--- src/rtl/sram_mem_controller.sv ---
// Sequences 32-bit MEM-stage loads/stores onto a 16-bit async SRAM as two half-word phases.
// Optional address range check with err output: define SRAM_RANGE_CHECK_EN.
module sram_mem_controller #(
    parameter int          ADDR_W      = 18,
    parameter int          WAIT_CYCLES = 2,
    parameter logic [31:0] BASE_ADDR   = 32'd1024
) (
    input  logic              clk,
    input  logic              rst,
    input  logic              mem_read,
    input  logic              mem_write,
    input  logic [31:0]       addr,
    input  logic [31:0]       wdata,
    output logic [31:0]       rdata,
    output logic              ready,
    output logic              freeze,
    output logic [ADDR_W-1:0] sram_addr,
    output logic [15:0]       sram_dq_out,
    output logic              sram_dq_oe,
    input  logic [15:0]       sram_dq_in,
    output logic              sram_we_n,
    output logic              sram_oe_n
`ifdef SRAM_RANGE_CHECK_EN
    ,
    output logic              err
`endif
);

    typedef enum logic [1:0] {IDLE, LO, HI, DONE} state_t;

    localparam logic [3:0] CNT_LAST = 4'(WAIT_CYCLES - 1);

    state_t            state, state_nxt;
    logic [3:0]        cnt, cnt_nxt;
    logic              rd_p0;
    logic [ADDR_W-2:0] widx_p0;
    logic [31:0]       wdata_p0;

    logic req;
    logic start;
    logic phase_end;
    logic in_phase;
    logic wr_phase;
    logic rd_phase;
    logic range_bad;

    assign req       = mem_read | mem_write;
    assign start     = (state == IDLE) && req;
    assign phase_end = (cnt == CNT_LAST);
    assign in_phase  = (state == LO) || (state == HI);
    assign wr_phase  = in_phase && !rd_p0;
    assign rd_phase  = in_phase && rd_p0;

`ifdef SRAM_RANGE_CHECK_EN
    // Below the base, or past the last word the half-word address bus can reach.
    assign range_bad = (addr < BASE_ADDR) ||
                       ((addr - BASE_ADDR) >= (32'd1 << (ADDR_W + 1)));
`else
    assign range_bad = 1'b0;
`endif

    // Next-state and phase counter
    always_comb begin
        state_nxt = state;
        cnt_nxt   = cnt;
        case (state)
            IDLE: begin
                if (req) begin
                    cnt_nxt   = 4'd0;
                    state_nxt = range_bad ? DONE : LO;
                end
            end
            LO: begin
                if (phase_end) begin
                    cnt_nxt   = 4'd0;
                    state_nxt = HI;
                end else begin
                    cnt_nxt = cnt + 4'd1;
                end
            end
            HI: begin
                if (phase_end) begin
                    cnt_nxt   = 4'd0;
                    state_nxt = DONE;
                end else begin
                    cnt_nxt = cnt + 4'd1;
                end
            end
            DONE:    state_nxt = IDLE;
            default: state_nxt = IDLE;
        endcase
    end

    // Control registers and load data
    always_ff @(posedge clk or posedge rst) begin
        if (rst) begin
            state <= IDLE;
            cnt   <= 4'd0;
            rd_p0 <= 1'b0;
            rdata <= 32'd0;
        end else begin
            state <= state_nxt;
            cnt   <= cnt_nxt;
            if (start)
                rd_p0 <= mem_read;
            if (rd_phase && phase_end) begin
                if (state == LO)
                    rdata[15:0] <= sram_dq_in;
                else
                    rdata[31:16] <= sram_dq_in;
            end
        end
    end

    // Latched request payload
    always_ff @(posedge clk) begin
        if (start) begin
            widx_p0  <= (ADDR_W-1)'((addr - BASE_ADDR) >> 2);
            wdata_p0 <= wdata;
        end
    end

`ifdef SRAM_RANGE_CHECK_EN
    logic err_p0;

    always_ff @(posedge clk or posedge rst) begin
        if (rst)
            err_p0 <= 1'b0;
        else if (start)
            err_p0 <= range_bad;
    end

    assign err = err_p0 && (state == DONE);
`endif

    assign ready  = (state == DONE);
    assign freeze = req & ~ready;

    // we_n rises in the last cycle of each write phase so the address moves only while it is high.
    assign sram_addr   = in_phase ? {widx_p0, (state == HI)} : '0;
    assign sram_dq_out = wr_phase ? ((state == HI) ? wdata_p0[31:16] : wdata_p0[15:0]) : 16'd0;
    assign sram_dq_oe  = wr_phase;
    assign sram_we_n   = !(wr_phase && !phase_end);
    assign sram_oe_n   = !rd_phase;

endmodule
--- config.mk ---
export PLATFORM = sky130hd
export DESIGN_NAME = sram_mem_controller
export DESIGN_NICKNAME = d
export VERILOG_FILES = /design/src/rtl/sram_mem_controller.sv
export SDC_FILE = /design/constraint.sdc
export NUM_CORES = 1
export LEC_CHECK = 0
export ABC_AREA = 1
export CAP_MARGIN = 20
export CORE_MARGIN = 3
export CORE_UTILIZATION = 39
export CTS_CLUSTER_SIZE = 20
export DETAILED_ROUTE_END_ITERATION = 16
export PLACE_DENSITY = 0.82
export SETUP_SLACK_MARGIN = 0.15
export SLEW_MARGIN = 40
export SYNTH_ARGS = -nofsm -noshare
export SYNTH_HDL_FRONTEND = slang
export SYNTH_SLANG_ARGS = --single-unit
--- constraint.sdc ---
create_clock -name clk -period 2.94 [get_ports clk]
set_input_delay 0.441 -clock clk [delete_from_list [all_inputs] [get_ports clk]]
set_output_delay 0.441 -clock clk [all_outputs]
set_load 0.005 [all_outputs]
==> flow_summary.yaml, run 1 <==
outcome:
  status: "finished, final reports clean"
grt:
  grt_pass1_vias: 3121
  grt_max_degree: 40
  grtUsageTotal_pct: 16.9
  grt_first_pass_wirelength_um: 15000
  grt_overflow: 0
  grt_antenna_before_repair: 0
logic_synthesis:
  synth_simple_gate_area_share_pct: 23.3
  ys_seq_elements: 88
  synth_edf_count: 49
  syn_area_um2: 3820
  seq_area_frac_synth_pct: 64.0
  synth_xor_area_share_pct: 0.917
  synth_top_family_by_area: "simple AND/OR/NAND/NOR gates"
  synthAdderAreaFrac_pct: 2.62
  ys_types: 22
  synth_compound_area_share_pct: 2.49
  synth_ff_type: "edfxtp_1"
  muxShareOfSynthArea_pct: 0
  async_reset_ff_share_pct: 44.3
  syn_avg_cell_area_um2: 9.90
  yosysWarnings: 0
  synth_fp_nets: 478
  syn_inst: 386
power:
  pwr-share-clk_pct: 15.0
  power_density_nw_per_um2: 1020
  ir_worst_vdd_v: 0.000534
  intPower_mw: 3.70
  p_seq_share_pct: 35.2
  switchingPower_mw: 2.00
  p_comb_share_pct: 49.8
  swShare_pct: 35.1
  leakagePower_nw: 2.55
  fin_total_pwr_mw: 5.70
floorplanning:
  start_util_pct: 40.8
  rows: 35
  die_w_um: 105
  io_pins: 155
  die_h_um: 105
  core-area_um2: 9370
  die_area_um2: 11000
setup_path:
  path_cells: "inv_1, ha_1, inv_1, nor2_4, buf_12, o21ai_0, nor2_1, clkdlybuf4s50_1"
  cp.arrival_ns: 2.23
  end_kind: "output port"
  slowest_stage: "clkdlybuf4s50_1"
  critPathMaxStageDelay_ns: 0.53
  cp_max_fo: 13
  crit_required_ns: 2.50
  start_kind: "flop"
  critPathMostFrequentCell: "inv_1"
  path_class: "reg -> out"
route:
  wl_met2_um: 4460
  wl_per_cell_um: 13.7
  wl_met1_um: 3780
  final_antenna_net_count: 0
  route.detailed.drc: 0
  detailroute.via_count: 3129
  top_layer: "met4"
  via_per_inst: 4.69
  drtIter0Drc: 143
  met3_length_um: 795
  drt-total-wl_um: 9130
  dr.pass1.iters: 4
flow_run:
  drv_cap: 0
placed_design:
  dpl.hpwl_um: 6590
  portBuffers: 139
  placed_area_um2: 5330
  place_congestion: 0.821
  dp_cells: 645
cts:
  cts.sinks: 88
  cts_inserted_buffers: 9
  clk_pin_slew_ns: 0.09
  cts_root_buf: "clkbuf_8"
  clock_latency_ns: 0.35
  cts_tree: "built"
  clockBufferDepth: 2
  cts_hold_buf: 0
  h-tree-depth: 3
finish:
  antenna_cells: 0
  final_cells: 667
  nFillCells: 802
  fin_nets: 625
  syn2layout_area_growth_pct: 46.7
  drive_gt1_share_pct: 6.51
  fin_area_um2: 5610
timing:
  rsz0062_at_grt: "false"
  worst_pin_slew_ns: 0.551
  setup_viol: 0
  fmax_mhz: 374
  fin_crit_ns: 2.67
  hold_violations: 0
  drv_slew: 0
  skew_ns: 0.0130
  tns_ns: 0
  post-route-period-util_pct: 91.0
  maxSlewHeadroom_pct: 63.1
min_path:
  hp-class: "reg -> reg"
-- worst max-delay path, delay by kind of cell, from the launching register on --
family	cells	cell delay, ns
fa+ha+maj	1	0.30
compound gates	1	0.08
simple gates	2	0.26
buf+inv	4	0.84
flops	1	0.40
-- cells in the final DEF, fill, tap and decap left out, types with 2 or more instances in the layout --
cell type / Yosys / final
buf_12: 0 / 3
inv_6: 0 / 2
o21ai_0: 18 / 18
nand2_4: 2 / 2
ha_1: 8 / 8
nand2_1: 124 / 124
edfxtp_1: 49 / 49
clkdlybuf4s50_1: 0 / 138
nand4_1: 2 / 2
nand3_1: 37 / 37
buf_4: 2 / 8
dfrtp_1: 39 / 39
clkbuf_8: 0 / 9
nor2_1: 41 / 41
clkinvlp_4: 0 / 3
inv_1: 40 / 38
xor2_1: 4 / 4
-- Yosys cell counts (4+ instances only) --
master	count	area, µm²
buf_2	7	35.0
buf_6	4	45.0
dfrtp_1	39	976
edfxtp_1	49	1470
ha_1	8	100
inv_1	40	150
nand2_1	124	465
nand3_1	37	185
nor2_1	41	154
o21ai_0	18	90.1
xor2_1	4	35.0
-- sequential cells by signal (all words and copies together), names as in the netlist --
name and cells:
rd_p0 1, state 2, rdata 32, wdata_p0 32, cnt 4, widx_p0 17
-- area by class of cell --
class,instances,area [µm²],share of cell area [%]
clock buffer,10,128,2.28
clock inverter,6,73.8,1.32
inverter,41,158,2.81
multi-input combinational,243,1130,20.1
sequential,88,2450,43.6
tap,129,161,2.88
timing repair buffer,150,1510,27.0
-- power groups by stage --
stage               registers, mW  clock network, mW  logic [mW]
detailed placement           2.04                  0        2.71
global placement             2.02                  0        2.63
finish                       2.01              0.855        2.84
floorplan                    2.03                  0        1.19
global route                 2.06              0.936        3.14
CTS                          2.01              0.890        2.82
-- what timing repair did --
item                       4_1_cts  5_1_grt
setup endpoints to repair       16       15
resized for setup                2        1
setup buffers                    2        4
pin swaps                        1        1
-- cell families after synthesis --
group / count (synthesis)
flip-flops: 88
buffers and inverters: 55
AO/OA/AOI/OAI: 19
XOR/XNOR: 4
adder cells (fa/ha/maj): 8
AND/OR/NAND/NOR: 212
-- per-stage QoR --
stage                     util [%]  setup slack [ns]  hold slack, ns
after global routing          59.9             0.155           0.495
after detailed placement      56.8             0.285           0.458
after floorplan                  -             0.829           0.465
final                         59.9             0.266           0.476
after global placement        56.8             0.350           0.455
after CTS                     59.4             0.186           0.480
-- final timing paths --
check / from / end / slack [ns] / depth (start not counted)
max reg2reg: state[1]$_DFFE_PP0P_ / rdata[16]$_DFFE_PP0P_ / 0.75 / 8
min: rdata[17]$_DFFE_PP0P_ / rdata[17]$_DFFE_PP0P_ / 0.48 / 2
max: state[1]$_DFFE_PP0P_ / sram_dq_out[8] / 0.27 / 8
max in group asynchronous: rst / rdata[3]$_DFFE_PP0P_ / 2.08 / 3
min in group asynchronous: rst / rdata[15]$_DFFE_PP0P_ / 0.51 / 3
min reg2reg: rdata[17]$_DFFE_PP0P_ / rdata[17]$_DFFE_PP0P_ / 0.48 / 2
-- layer usage --
layer  GRT usage, %  vias to the layer above
li1               -                     1524
met1           20.8                     1470
met2           28.6                      124
met3           4.88                       11
met4           5.25                        0
met5              0                        -
Power figures use the tool's default switching activity.
==> run 2: changes to the inputs <==
- SETUP_SLACK_MARGIN: 0.15 -> 0.2
==> run 2 against run 1 <==
Critical path type unchanged. Clock power is 0.5% higher. Worst setup slack better by 0.013 ns. Global-route usage stayed put. Cell area is 0.71% higher. Maximum frequency is 0.50% higher. Highest routed layer unchanged. Combinational power is 2% higher. Clock skew is 0.0011 ns higher.
==> flow_summary.yaml, run 2 (synthesis gave the netlist of run 1 again) <==
outcome:
  status: "finished, final reports clean"
grt:
  grt_pass1_vias: 3122
  grt.busiest_layer: "met2"
  grt_max_degree: 40
  grtUsageTotal_pct: 16.9
  grt_overflow: 0
  grt_first_pass_wirelength_um: 15000
  use_met2_pct: 28.6
  grt_antenna_before_repair: 0
  grt.met1_usage_pct: 20.8
  grt_util_met3_pct: 4.88
setup_path:
  path_class: "reg -> out"
  r2r-end: "rdata[31]$_DFFE_PP0P_"
  cp.arrival_ns: 2.22
  end_kind: "output port"
  start_kind: "flop"
  slowest_stage: "clkdlybuf4s50_1"
  cp_num_buf_inv: 4
  cp.depth: 8
  cp_top_family: "buffers and inverters"
  critPathMaxStageDelay_ns: 0.53
  path_cells: "inv_2, ha_1, inv_1, nor2_4, buf_12, o21ai_0, nor2_1, clkdlybuf4s50_1"
  crit_required_ns: 2.50
  cp_max_fo: 7
  r2r_cells: 8
  rrSetupSlack_ns: 0.76
  r2r_start: "state[1]$_DFFE_PP0P_"
power:
  leakagePower_nw: 2.64
  ir_worst_vdd_v: 0.000510
  intPower_mw: 3.74
  p_comb_share_pct: 50.3
  pwr-share-clk_pct: 14.9
  swShare_pct: 35.1
  p_seq_share_pct: 34.8
  switchingPower_mw: 2.02
  power_density_nw_per_um2: 1020
timing:
  drv_slew: 0
  fmax_mhz: 376
  fin_crit_ns: 2.66
  worst_pin_slew_ns: 0.551
  hold_violations: 0
  post-route-period-util_pct: 90.5
  maxSlewHeadroom_pct: 63.0
  tns_ns: 0
  rsz0062_at_grt: "false"
  setup_viol: 0
  skew_ns: 0.0141
cts:
  cts_root_buf: "clkbuf_8"
  clockBufferDepth: 2
  cts_tree: "built"
  cts_hold_buf: 0
  clock_latency_ns: 0.35
  clk_pin_slew_ns: 0.09
  h-tree-depth: 3
  cts_inserted_buffers: 9
  cts.sinks: 88
flow_run:
  drv_cap: 0
finish:
  layout_commonest_cell: "clkdlybuf4s50_1"
  reg_top3: "rdata (32), wdata_p0 (32), widx_p0 (17)"
  antenna_cells: 0
  syn2layout_area_growth_pct: 47.8
  nFillCells: 794
  final_cell_mix: "clkdlybuf4s50_1 (133), nand2_1 (124), edfxtp_1 (49)"
  fin_nets: 628
  drive_gt1_share_pct: 7.21
  fin_area_um2: 5650
route:
  wl_per_cell_um: 13.9
  via_per_inst: 4.70
  drtIter0Drc: 162
  dr.pass1.iters: 4
  drt-total-wl_um: 9300
  route.detailed.drc: 0
  final_antenna_net_count: 0
  detailroute.via_count: 3152
min_path:
  worst_hold_path.endpoint: "rdata[17]$_DFFE_PP0P_"
  hp-class: "reg -> reg"
  hp-start: "rdata[17]$_DFFE_PP0P_"
  min_delay_path_depth: 2
placed_design:
  portBuffers: 139
  placed_area_um2: 5330
  dpl.hpwl_um: 6590
  place_congestion: 0.821
floorplanning:
  core-area_um2: 9370
  io_pins: 155
  die_w_um: 105
  rows: 35
  die_h_um: 105
  start_util_pct: 40.8
  die_area_um2: 11000
run 2: cell type report:
type	instances	area, µm²	share of cell area (%)
well taps	129	161	2.86
clock buffers	10	128	2.26
inverters	41	158	2.79
clock inverters	6	73.8	1.31
flip-flops and latches	88	2450	43.3
multi-input cells	243	1130	20.0
repair buffers	153	1550	27.5
run 2: through the flow:
step / util (%) / setup WS [ns] / hold slack, ns / total power, mW / std cells
after floorplan: - / 0.829 / 0.465 / 3.22 / 386
after global placement: 56.8 / 0.350 / 0.455 / 4.65 / 645
after detailed placement: 56.8 / 0.285 / 0.458 / 4.75 / 645
after CTS: 59.5 / 0.208 / 0.480 / 5.73 / 664
after global routing: 60.3 / 0.195 / 0.495 / 6.20 / 670
final: 60.3 / 0.279 / 0.476 / 5.77 / 670
run 2: per-layer routing:
| layer | share of wire (%) | wire length, µm |
|---|---|---|
| met5 | 0 | 0 |
| met4 | 1.1 | 98 |
| met3 | 8.7 | 808 |
| met2 | 49 | 4560 |
| met1 | 41 | 3830 |
run 2: timing repair:
item	in CTS	in global routing
pin swaps	2	2
gates resized for setup	2	7
endpoints found under the setup margin	18	15
buffers inserted	3	5
cloned	0	1
run 2: worst reg2reg max path, cell delays in order, from the launching register on:
cell and delay [ns]:
dfrtp_1 0.42, inv_2 0.07, ha_1 0.30, buf_4 0.24, nand2_1 0.19, nor2_8 0.44
nand2_4 0.24, nand2_1 0.13, nand2_1 0.05
run 2: power groups by stage:
stage | Sequential, mW | Clock, mW | Combinational (mW)
2_1_floorplan | 2.03 | 0 | 1.19
3_3_place_gp | 2.02 | 0 | 2.63
3_5_place_dp | 2.04 | 0 | 2.71
4_1_cts | 2.01 | 0.890 | 2.83
5_1_grt | 2.06 | 0.936 | 3.21
6_report | 2.01 | 0.859 | 2.90
run 2: how the worst max path moves through the flow:
stage                            end                  from
5_1_grt               sram_dq_out[4]  state[1]$_DFFE_PP0P_
4_1_cts               sram_dq_out[1]  state[1]$_DFFE_PP0P_
2_1_floorplan  wdata_p0[0]$_DFFE_PP_  state[0]$_DFFE_PP0P_
3_3_place_gp          sram_dq_out[3]  state[0]$_DFFE_PP0P_
3_5_place_dp          sram_dq_out[2]  state[0]$_DFFE_PP0P_
6_report              sram_dq_out[4]  state[1]$_DFFE_PP0P_
